**src/rtl/div_and_sub_pkg.sv**
```systemverilog
// -----------------------------------------------------------------------------
// div_and_sub_pkg
// Shared types, error codes and the single restoring-division step function
// used by the div_and_sub divider.
//   state_t         : FSM encoding (IDLE, SUB, DIV, DONE)
//   ERR_*           : error codes reported on err_o
//   restoring_step  : one radix-2 restoring iteration on a MAX_B_W-wide datapath
// Optional feature macro used by the block: DIV_AND_SUB_EARLY_EXIT_EN
// -----------------------------------------------------------------------------
package div_and_sub_pkg;

  typedef enum logic [1:0] {
    IDLE = 2'd0,
    SUB  = 2'd1,
    DIV  = 2'd2,
    DONE = 2'd3
  } state_t;

  localparam logic [1:0] ERR_NONE      = 2'b00;
  localparam logic [1:0] ERR_DIV0      = 2'b01;
  localparam logic [1:0] ERR_UNDERFLOW = 2'b10;

  // Widest divisor the step function supports; callers zero-extend into it.
  localparam int MAX_B_W = 32;

  // Shift the partial remainder left by one, bringing in qbit_in, then try to
  // subtract b. Returns {next_rem, quotient_bit}. A set remainder MSB means the
  // shifted value overflowed the field, so the subtraction always succeeds.
  function automatic logic [MAX_B_W+1:0] restoring_step(
    input logic [MAX_B_W:0]   rem,
    input logic               qbit_in,
    input logic [MAX_B_W-1:0] b
  );
    logic [MAX_B_W:0]   shifted;
    logic [MAX_B_W+1:0] trial;
    shifted = {rem[MAX_B_W-1:0], qbit_in};
    trial   = {1'b0, shifted} - {2'b00, b};
    if (!rem[MAX_B_W] && trial[MAX_B_W+1]) begin
      restoring_step = {shifted, 1'b0};
    end else begin
      restoring_step = {trial[MAX_B_W:0], 1'b1};
    end
  endfunction

endpackage

```
**src/rtl/div_and_sub_if.sv**
```systemverilog
// -----------------------------------------------------------------------------
// div_and_sub_if
// Operand and result handshake bundle for div_and_sub.
//   Input side : valid_i, ready_o, d_i, b_i, c_i
//   Output side: valid_o, ready_i, q_o, r_o, err_o
//   master : the producer/consumer around the divider
//   slave  : the divider itself
// -----------------------------------------------------------------------------
interface div_and_sub_if #(
  parameter int B_W = 8,
  parameter int D_W = 16
);
  logic           valid_i;
  logic           ready_o;
  logic [D_W-1:0] d_i;
  logic [B_W-1:0] b_i;
  logic [B_W-1:0] c_i;
  logic           valid_o;
  logic           ready_i;
  logic [D_W-1:0] q_o;
  logic [B_W-1:0] r_o;
  logic [1:0]     err_o;

  modport master (
    output valid_i, d_i, b_i, c_i, ready_i,
    input  ready_o, valid_o, q_o, r_o, err_o
  );

  modport slave (
    input  valid_i, d_i, b_i, c_i, ready_i,
    output ready_o, valid_o, q_o, r_o, err_o
  );
endinterface

```
**src/rtl/div_and_sub_div_step_unit.sv**
```systemverilog
// -----------------------------------------------------------------------------
// div_step_unit
// Purely combinational single iteration of the restoring divider.
//   rem_i  : current partial remainder (B_W+1 bits)
//   qbit_i : dividend bit shifted into the remainder this iteration
//   b_i    : divisor
//   rem_o  : next partial remainder
//   qbit_o : quotient bit produced this iteration
// B_W must be smaller than MAX_B_W from the package.
// -----------------------------------------------------------------------------
module div_step_unit
  import div_and_sub_pkg::*;
#(
  parameter int B_W = 8
) (
  input  logic [B_W:0]   rem_i,
  input  logic           qbit_i,
  input  logic [B_W-1:0] b_i,
  output logic [B_W:0]   rem_o,
  output logic           qbit_o
);

  logic [MAX_B_W:0]   rem_ext;
  logic [MAX_B_W-1:0] b_ext;
  logic [MAX_B_W+1:0] step_res;
  logic [MAX_B_W-B_W-1:0] unused_step_bits;

  always_comb begin
    rem_ext           = '0;
    rem_ext[B_W:0]    = rem_i;
    b_ext             = '0;
    b_ext[B_W-1:0]    = b_i;
    step_res          = restoring_step(rem_ext, qbit_i, b_ext);
  end

  assign rem_o            = step_res[B_W+1:1];
  assign qbit_o           = step_res[0];
  // Upper bits stay zero because the remainder is always below the divisor.
  assign unused_step_bits = step_res[MAX_B_W+1:B_W+2];

endmodule

```
**src/rtl/div_and_sub.sv**
```systemverilog
// -----------------------------------------------------------------------------
// div_and_sub
// Recovers q = (d - c) / b and r = (d - c) mod b with a radix-2 restoring
// divider, inverting an upstream a*b + c stage.
//   clk_i : clock, rising edge
//   rst_i : asynchronous active-high reset
//   bus   : div_and_sub_if.slave (operand and result handshakes)
// err_o: 2'b10 when c > d (q=0, r=0), 2'b01 when b == 0 (q=all ones,
// r=low bits of d-c); underflow wins when both apply.
// Macro DIV_AND_SUB_EARLY_EXIT_EN: error results skip DIV and appear two
// cycles after accept; otherwise every operation takes D_W+2 cycles.
// -----------------------------------------------------------------------------
module div_and_sub
  import div_and_sub_pkg::*;
#(
  parameter int B_W = 8,
  parameter int D_W = 16
) (
  input logic        clk_i,
  input logic        rst_i,
  div_and_sub_if.slave bus
);

  localparam int CNT_W = (D_W > 1) ? $clog2(D_W) : 1;

  state_t         state_q, state_d;
  logic [D_W-1:0] d_q, d_d;
  logic [B_W-1:0] b_q, b_d;
  logic [B_W-1:0] c_q, c_d;
  logic [B_W:0]   rem_q, rem_d;
  logic [D_W-1:0] qreg_q, qreg_d;
  logic [CNT_W-1:0] cnt_q, cnt_d;
  logic [1:0]     err_q, err_d;
  logic [D_W-1:0] q_out_q, q_out_d;
  logic [B_W-1:0] r_out_q, r_out_d;
  logic [1:0]     err_out_q, err_out_d;

  logic [D_W-1:0] c_ext;
  logic [D_W-1:0] diff;
  logic           borrow;
  logic [1:0]     err_sub;
  logic [B_W:0]   rem_step;
  logic           qbit_step;
  logic [D_W-1:0] qreg_step;
  logic [1:0]     fin_err;
  logic [D_W-1:0] fin_q;
  logic [B_W-1:0] fin_r;

  div_step_unit #(.B_W(B_W)) u_step (
    .rem_i  (rem_q),
    .qbit_i (qreg_q[D_W-1]),
    .b_i    (b_q),
    .rem_o  (rem_step),
    .qbit_o (qbit_step)
  );

  assign qreg_step = {qreg_q[D_W-2:0], qbit_step};

  // Offset subtraction and error classification on the latched operands.
  always_comb begin
    c_ext          = D_W'(c_q);
    {borrow, diff} = {1'b0, d_q} - {1'b0, c_ext};
    if (borrow) begin
      err_sub = ERR_UNDERFLOW;
    end else if (b_q == '0) begin
      err_sub = ERR_DIV0;
    end else begin
      err_sub = ERR_NONE;
    end
  end

  // Final result as it will be registered on entry to DONE; error codes
  // override whatever the iterations produced.
  always_comb begin
    fin_err = err_q;
`ifdef DIV_AND_SUB_EARLY_EXIT_EN
    if (state_q == SUB) fin_err = err_sub;
`endif
    case (fin_err)
      ERR_UNDERFLOW: begin
        fin_q = '0;
        fin_r = '0;
      end
      ERR_DIV0: begin
        fin_q = '1;
        fin_r = diff[B_W-1:0];
      end
      default: begin
        fin_q = qreg_step;
        fin_r = rem_step[B_W-1:0];
      end
    endcase
  end

  // Next-state and datapath control.
  always_comb begin
    state_d   = state_q;
    d_d       = d_q;
    b_d       = b_q;
    c_d       = c_q;
    rem_d     = rem_q;
    qreg_d    = qreg_q;
    cnt_d     = cnt_q;
    err_d     = err_q;
    q_out_d   = q_out_q;
    r_out_d   = r_out_q;
    err_out_d = err_out_q;
    case (state_q)
      IDLE: begin
        if (bus.valid_i) begin
          d_d     = bus.d_i;
          b_d     = bus.b_i;
          c_d     = bus.c_i;
          state_d = SUB;
        end
      end
      SUB: begin
        err_d   = err_sub;
        rem_d   = '0;
        qreg_d  = diff;
        cnt_d   = CNT_W'(D_W - 1);
        state_d = DIV;
`ifdef DIV_AND_SUB_EARLY_EXIT_EN
        if (err_sub != ERR_NONE) begin
          state_d   = DONE;
          q_out_d   = fin_q;
          r_out_d   = fin_r;
          err_out_d = err_sub;
        end
`endif
      end
      DIV: begin
        rem_d  = rem_step;
        qreg_d = qreg_step;
        if (cnt_q == '0) begin
          state_d   = DONE;
          q_out_d   = fin_q;
          r_out_d   = fin_r;
          err_out_d = err_q;
        end else begin
          cnt_d = cnt_q - CNT_W'(1);
        end
      end
      DONE: begin
        if (bus.ready_i) state_d = IDLE;
      end
      default: state_d = IDLE;
    endcase
  end

  always_ff @(posedge clk_i or posedge rst_i) begin
    if (rst_i) begin
      state_q   <= IDLE;
      d_q       <= '0;
      b_q       <= '0;
      c_q       <= '0;
      rem_q     <= '0;
      qreg_q    <= '0;
      cnt_q     <= '0;
      err_q     <= '0;
      q_out_q   <= '0;
      r_out_q   <= '0;
      err_out_q <= '0;
    end else begin
      state_q   <= state_d;
      d_q       <= d_d;
      b_q       <= b_d;
      c_q       <= c_d;
      rem_q     <= rem_d;
      qreg_q    <= qreg_d;
      cnt_q     <= cnt_d;
      err_q     <= err_d;
      q_out_q   <= q_out_d;
      r_out_q   <= r_out_d;
      err_out_q <= err_out_d;
    end
  end

  assign bus.ready_o = (state_q == IDLE);
  assign bus.valid_o = (state_q == DONE);
  assign bus.q_o     = q_out_q;
  assign bus.r_o     = r_out_q;
  assign bus.err_o   = err_out_q;

endmodule

```
**src/flat_wrapper.sv**
```systemverilog
// flat-port wrapper written by rule: the top's interface ports become plain ports
module div_and_sub_flat import div_and_sub_pkg::*;
#(
  parameter int B_W = 8,
  parameter int D_W = 16
)
  (clk_i, rst_i, bus_valid_i, bus_d_i, bus_b_i, bus_c_i, bus_ready_i, bus_ready_o, bus_valid_o, bus_q_o, bus_r_o, bus_err_o);
  div_and_sub_if #(.B_W(B_W), .D_W(D_W)) bus_i ();
  input logic clk_i;
  input logic rst_i;
  input wire logic [$bits(bus_i.valid_i)-1:0] bus_valid_i;
  input wire logic [$bits(bus_i.d_i)-1:0] bus_d_i;
  input wire logic [$bits(bus_i.b_i)-1:0] bus_b_i;
  input wire logic [$bits(bus_i.c_i)-1:0] bus_c_i;
  input wire logic [$bits(bus_i.ready_i)-1:0] bus_ready_i;
  output wire logic [$bits(bus_i.ready_o)-1:0] bus_ready_o;
  output wire logic [$bits(bus_i.valid_o)-1:0] bus_valid_o;
  output wire logic [$bits(bus_i.q_o)-1:0] bus_q_o;
  output wire logic [$bits(bus_i.r_o)-1:0] bus_r_o;
  output wire logic [$bits(bus_i.err_o)-1:0] bus_err_o;
  assign bus_i.valid_i = bus_valid_i;
  assign bus_i.d_i = bus_d_i;
  assign bus_i.b_i = bus_b_i;
  assign bus_i.c_i = bus_c_i;
  assign bus_i.ready_i = bus_ready_i;
  assign bus_ready_o = bus_i.ready_o;
  assign bus_valid_o = bus_i.valid_o;
  assign bus_q_o = bus_i.q_o;
  assign bus_r_o = bus_i.r_o;
  assign bus_err_o = bus_i.err_o;
  div_and_sub #(.B_W(B_W), .D_W(D_W)) u_core (.clk_i(clk_i), .rst_i(rst_i), .bus(bus_i));
endmodule
```
**config.mk**
```make
export PLATFORM = sky130hd
export DESIGN_NAME = div_and_sub_flat
export DESIGN_NICKNAME = d
export VERILOG_FILES = /design/src/rtl/div_and_sub_pkg.sv /design/src/rtl/div_and_sub_if.sv /design/src/rtl/div_and_sub_div_step_unit.sv /design/src/rtl/div_and_sub.sv /design/src/flat_wrapper.sv
export SDC_FILE = /design/constraint.sdc
export NUM_CORES = 1
export LEC_CHECK = 0
export BUFFER_PORTS_ARGS = -buffer_cell sky130_fd_sc_hd__clkbuf_2
export CAP_MARGIN = 20
export CORE_AREA = 2 2 114 116
export CTS_BUF_LIST = sky130_fd_sc_hd__clkbuf_8
export CTS_CLUSTER_SIZE = 12
export DETAILED_ROUTE_END_ITERATION = 8
export DIE_AREA = 0 0 116 118
export SLEW_MARGIN = 30
export SYNTH_ARGS = -nofsm -noshare
export SYNTH_HDL_FRONTEND = slang
export SYNTH_SLANG_ARGS = --single-unit
export TNS_END_PERCENT = 10
```
**constraint.sdc**
```tcl
create_clock -name clk_i -period 3 [get_ports clk_i]
set_input_delay 0.3 -clock clk_i [delete_from_list [all_inputs] [get_ports clk_i]]
set_output_delay 0.3 -clock clk_i [all_outputs]
set_load 0.02 [all_outputs]
```
## After elaboration in Yosys (flattened, before gate mapping)

Index checks and enable logic that the tools add are counted.

| cells by class | value |
|---|---|
| mux-type cells | 13 |
| reductions and logical operators | 8 |
| eq/ne operators | 9 |
| $add $sub $neg | 3 |

Operator list:

| operator | count |
|---|---|
| case mux 16 bit (2 select lines) | 2 |
| case mux 9 bit (2 select lines) | 1 |
| subtractor 16 x 8 -> 17 bit | 1 |
| case mux 8 bit (2 select lines) | 1 |
| subtractor 10 x 8 -> 11 bit | 1 |
| two-way mux 10 bit | 1 |
| logical NOT 8 bit | 1 |
| two-way mux 2 bit | 4 |
| case mux 2 bit (4 select lines) | 1 |
| case mux 4 bit (2 select lines) | 1 |
| equality test 2 bit, second input constant | 3 |
| != test 2 bit, second input constant | 3 |
| AND reduction 2 bit | 3 |
| equality test 2 x 1 -> 1 bit, second input constant | 2 |
| logical NOT 4 bit | 1 |
| two-way mux 4 bit | 1 |
| subtractor 4 x 1 -> 4 bit, second input constant | 1 |
| AND reduction 3 bit | 1 |
| logical NOT 2 bit | 1 |
| != test 2 x 1 -> 1 bit, second input constant | 1 |
| nonzero test 2 bit | 1 |
| two-way mux 1 bit | 1 |

| storage, ports and cells | value |
|---|---|
| output and inout bits | 28 |
| input bits | 36 |
| register bits after elaboration | 91 |
| logic and storage cells | 44 |

## Logic depth before layout (Yosys ltp)

| logic depth | value |
|---|---|
| word-level depth | 3 |
| mapped depth | 11 |
| gate-level depth less buffers | 10 |

## Cells and area by module

A second synthesis with hierarchy kept.

| unflattened totals | value |
|---|---|
| cells, all modules | 489 |
| area total of the unflattened synthesis | 4,926.0 sq um |

Modules (own cells, without submodules):

| module | sequential area each (sq um) | area each (sq um) | cells an instance | instances |
|---|---|---|---|---|
| div_and_sub | 2,277.2 | 4,375.4 | 424 | 1 |
| div_step_unit | 0.0 | 550.5 | 65 | 1 |

## Least setup slack after synthesis

No wires, ideal clock.

| path | value |
|---|---|
| path type | flip-flop to flip-flop |
| from | register u_core.qreg_q[15] |
| to | register u_core.r_out_q[3] (netlist: u_core.bus.r_o[3]) |
| buffers on the path | 0 |
| arrival | 2.336 ns |
| setup slack | 0.537 ns |
| stages on the path, launching flop included | 11 |
| library setup time | 0.127 ns |
| period minus slack after synthesis | 2.463 ns |
| data required time | 2.873 ns |
| cells stage by stage | dfrtp_1 -> inv_1 -> ha_1 -> inv_1 -> fa_1 -> a211oi_1 -> o21ai_2 -> a31oi_4 -> mux2_2 -> a221oi_1 -> nor2_1 |

| between the ends | value |
|---|---|
| longest elaborated chain between the ends | 3 |

RTL lines:

| item | line | source |
|---|---|---|
| from (decl) | div_and_sub.sv:31 | `logic [D_W-1:0] qreg_q, qreg_d;` |
| from (signal assigned) | div_and_sub.sv:170 | `qreg_q <= qreg_d;` |
| subtractor 10 x 8 -> 11 bit | div_and_sub_pkg.sv:37 | `trial = {1'b0, shifted} - {2'b00, b};` |
| two-way mux 10 bit | div_and_sub_pkg.sv:38 | `if (!rem[MAX_B_W] && trial[MAX_B_W+1]) begin` |
| case mux 8 bit (2 select lines) | div_and_sub.sv:79 | `case (fin_err)` |
| to (signal assigned) | div_and_sub.sv:174 | `r_out_q <= r_out_d;` |
| to (decl) | div_and_sub.sv:35 | `logic [B_W-1:0] r_out_q, r_out_d;` |

Every way passes these cells.
A chain may end at the register's enable or synchronous reset.

## Worst setup path after layout

| path | value |
|---|---|
| from | register u_core.qreg_q[15] |
| to | register u_core.r_out_q[1] (netlist: u_core.bus.r_o[1]) |

Same word-level chain as after synthesis.

==> impl_metrics.toml <==
[critical_path]
rr_worst_depth = 10
timing.rr.end = "u_core.bus.r_o[1]$_DFFE_PP0P_"
critical_path_class = "reg2reg"
crit_path_start_kind = "flop"
r2r-start = "u_core.qreg_q[15]$_DFFE_PP0P_"
required_ps = 3250
cp.arrival_ps = 2960
crit_fanout = 7
cp-end-kind = "flop"
reg2reg_slack_ps = 290

[global_route]
grt_pass1_wl_mm = 18.6
grt_usage = 0.174
grt_overflow_total = 0
grt_antenna_before_repair = 0
grt_pass1_vias = 3752
grt_start_max_net_pins = 50

[route]
ant_nets = 0
wire_per_inst_um = 15.0
wl_mm = 10.9
avgViaCountPerCell = 5.15
firstDrtPassIters = 4
vias = 3747
drtIter0Drc = 140
drc = 0

[synthesis]
ys_top_cells_by_area = "dfrtp_1, mux2_2, ha_1"
synth-async-reset-ratio = 1.00
synth_area_per_cell_um2 = 9.92
synth-edff-count = 0
ys_ff_latch = 91
synthCells = 494
synth_top_area_share = 0.465
synth.distinct_cells = 52
yosys.area.top_type = "dfrtp_1"
ys.flop_type = "dfrtp_1"
yosys_warnings = 0
synth_area_um2 = 4900
ys_seq_area_frac = 0.465
synth_nets = 556

[finish]
layout_common_cells = "dfrtp_1, clkbuf_2, inv_1"
finalNonFillerCells = 728
area_growth_pct = 13.8
final_common_cell = "dfrtp_1"
nets = 616
layout-drive-gt1-share = 0.236
design_area_um2 = 5580
antennaDiodeCount = 0

[sta]
fin_crit_sh = 0.902
setup_tns_ps = 0
relSlewSlack = 0.490
fin_ws_ps = 293
slew_viol_final = 0
fin_crit_ps = 2710
setup_viol = 0
rsz0062_at_grt = "no"
clock_skew_ps = 11.5
hold_viol = 0
tightest_slew_ps = 765
fmax_mhz = 369

[cts]
root_buffer = "clkbuf_8"
numCtsBuffers = 9
clk_latency_ps = 370
cts_hold_buffers = 0
h-tree-depth = 3
cts_tree = "yes"
clockBufferDepth = 2
clkTransAtPathRegs_ps = 90
cts.repair.resized = 0
clock_sinks = 91
post-cts-setup-buffers = 0

[place]
gp_congestion = 0.841
hpwl_mm = 8.19
port-buffer-count = 63
dp.cells = 715
pre_cts_slack_ps = 295
placed_area_um2 = 5430

[power_and_ir_drop]
power_mw = 6.31
p_leak_nw = 2.63
ir_drop_mv = 0.574
p_per_area_nw_per_um2 = 1130

[die]
fp.dieH_um = 118
coreArea_um2 = 12400
start_util = 0.395
die_w_um = 116
io_pins = 64
die_area_um2 = 13700
std_cell_rows = 41

[outcome]
outcome = "finished clean"

[min_path]
hp-class = "in2async"

[job]
cap_viol_max_count = 0
[how the worst max path moves through the flow]
stage	endpoint	cells past startpoint	startpoint
floorplan	u_core.b_q[0]$_DFFE_PP0P_	1	rst_i
global placement	u_core.bus.r_o[3]$_DFFE_PP0P_	10	u_core.qreg_q[15]$_DFFE_PP0P_
detailed placement	u_core.bus.r_o[1]$_DFFE_PP0P_	10	u_core.qreg_q[15]$_DFFE_PP0P_
CTS	u_core.bus.r_o[1]$_DFFE_PP0P_	10	u_core.qreg_q[15]$_DFFE_PP0P_
global route	u_core.bus.r_o[3]$_DFFE_PP0P_	10	u_core.qreg_q[15]$_DFFE_PP0P_
finish	u_core.bus.r_o[1]$_DFFE_PP0P_	10	u_core.qreg_q[15]$_DFFE_PP0P_
[area by class of cell]
type,count,area (µm²)
inverter,44,166
clock inverter,3,17.5
tap,172,215
clock buffer,10,138
multi-input combinational,336,2370
timing repair buffer,72,395
fill,1239,6830
sequential,91,2280
[layer usage]
layer | share of wire | track usage | wire length [µm] | up-vias
met3 | 0.047 | 0.0412 | 511 | 15
met2 | 0.46 | 0.263 | 4980 | 68
met5 | 0 | 0 | 0 | -
li1 | - | - | - | 1850
met1 | 0.48 | 0.243 | 5210 | 1814
met4 | 0.020 | 0.0640 | 216 | 0
[critical path, cell delays in order (launching register included)]
cell and delay [ps]:
dfrtp_1 390, inv_1 70, ha_1 160, inv_1 50, fa_1 420, a211oi_1 270, o21ai_2 150, a31oi_4 290
mux2_2 390, a221oi_1 310, nor2_1 90
[sequential cells by signal (all words and copies together) (netlist names)]
register	flops
u_core.c_q	8
u_core.state_q	2
u_core.bus.q_o	16
u_core.err_q	2
u_core.qreg_q	16
u_core.d_q	16
u_core.rem_q	9
u_core.bus.err_o	2
u_core.cnt_q	4
u_core.b_q	8
u_core.bus.r_o	8
[cells by family after synthesis]
group | share of synthesized area
AOI/OAI and AO/OA | 0.169
and+or+nand+nor | 0.120
DFF | 0.465
buffers and inverters | 0.0518
muxes | 0.0967
adders and majority gates | 0.0694
xor gates and xnor gates | 0.0286
[cells in the mapped netlist, types with 2 or more instances]
master	instances
a221oi_1	4
inv_1	44
ha_1	24
nor2b_1	3
o31a_1	2
nor3b_1	3
mux2i_1	8
clkbuf_1	17
a21oi_1	42
mux2_2	35
o221ai_1	9
nor3_1	2
nand3_1	14
fa_1	2
dfrtp_1	91
o41ai_1	2
buf_2	2
o22ai_1	3
nor2_1	30
o21a_1	3
nand2b_1	7
a31oi_1	2
o21ai_2	2
and3_1	3
xnor2_1	12
or3_1	2
o31ai_1	2
a21o_1	6
xor2_1	4
a211oi_1	2
o21ai_0	41
and2_1	2
o211ai_1	4
nand2_1	40
buf_1	4
nor4_1	5
[report_power, final]
part           total, mW  switching, mW  leakage (nW)  internal [mW]
Clock              0.729          0.422        0.0799          0.307
Combinational       3.55           2.03          1.41           1.52
Sequential          2.03          0.362          1.14           1.67
[metrics by stage]
stage	hold WS, ps	util
floorplan	437	-
global placement	449	0.437
detailed placement	448	0.437
CTS	36.2	0.450
global route	77.9	0.450
finish	17.7	0.450
Note: power is estimated with default switching activity, not from simulation.
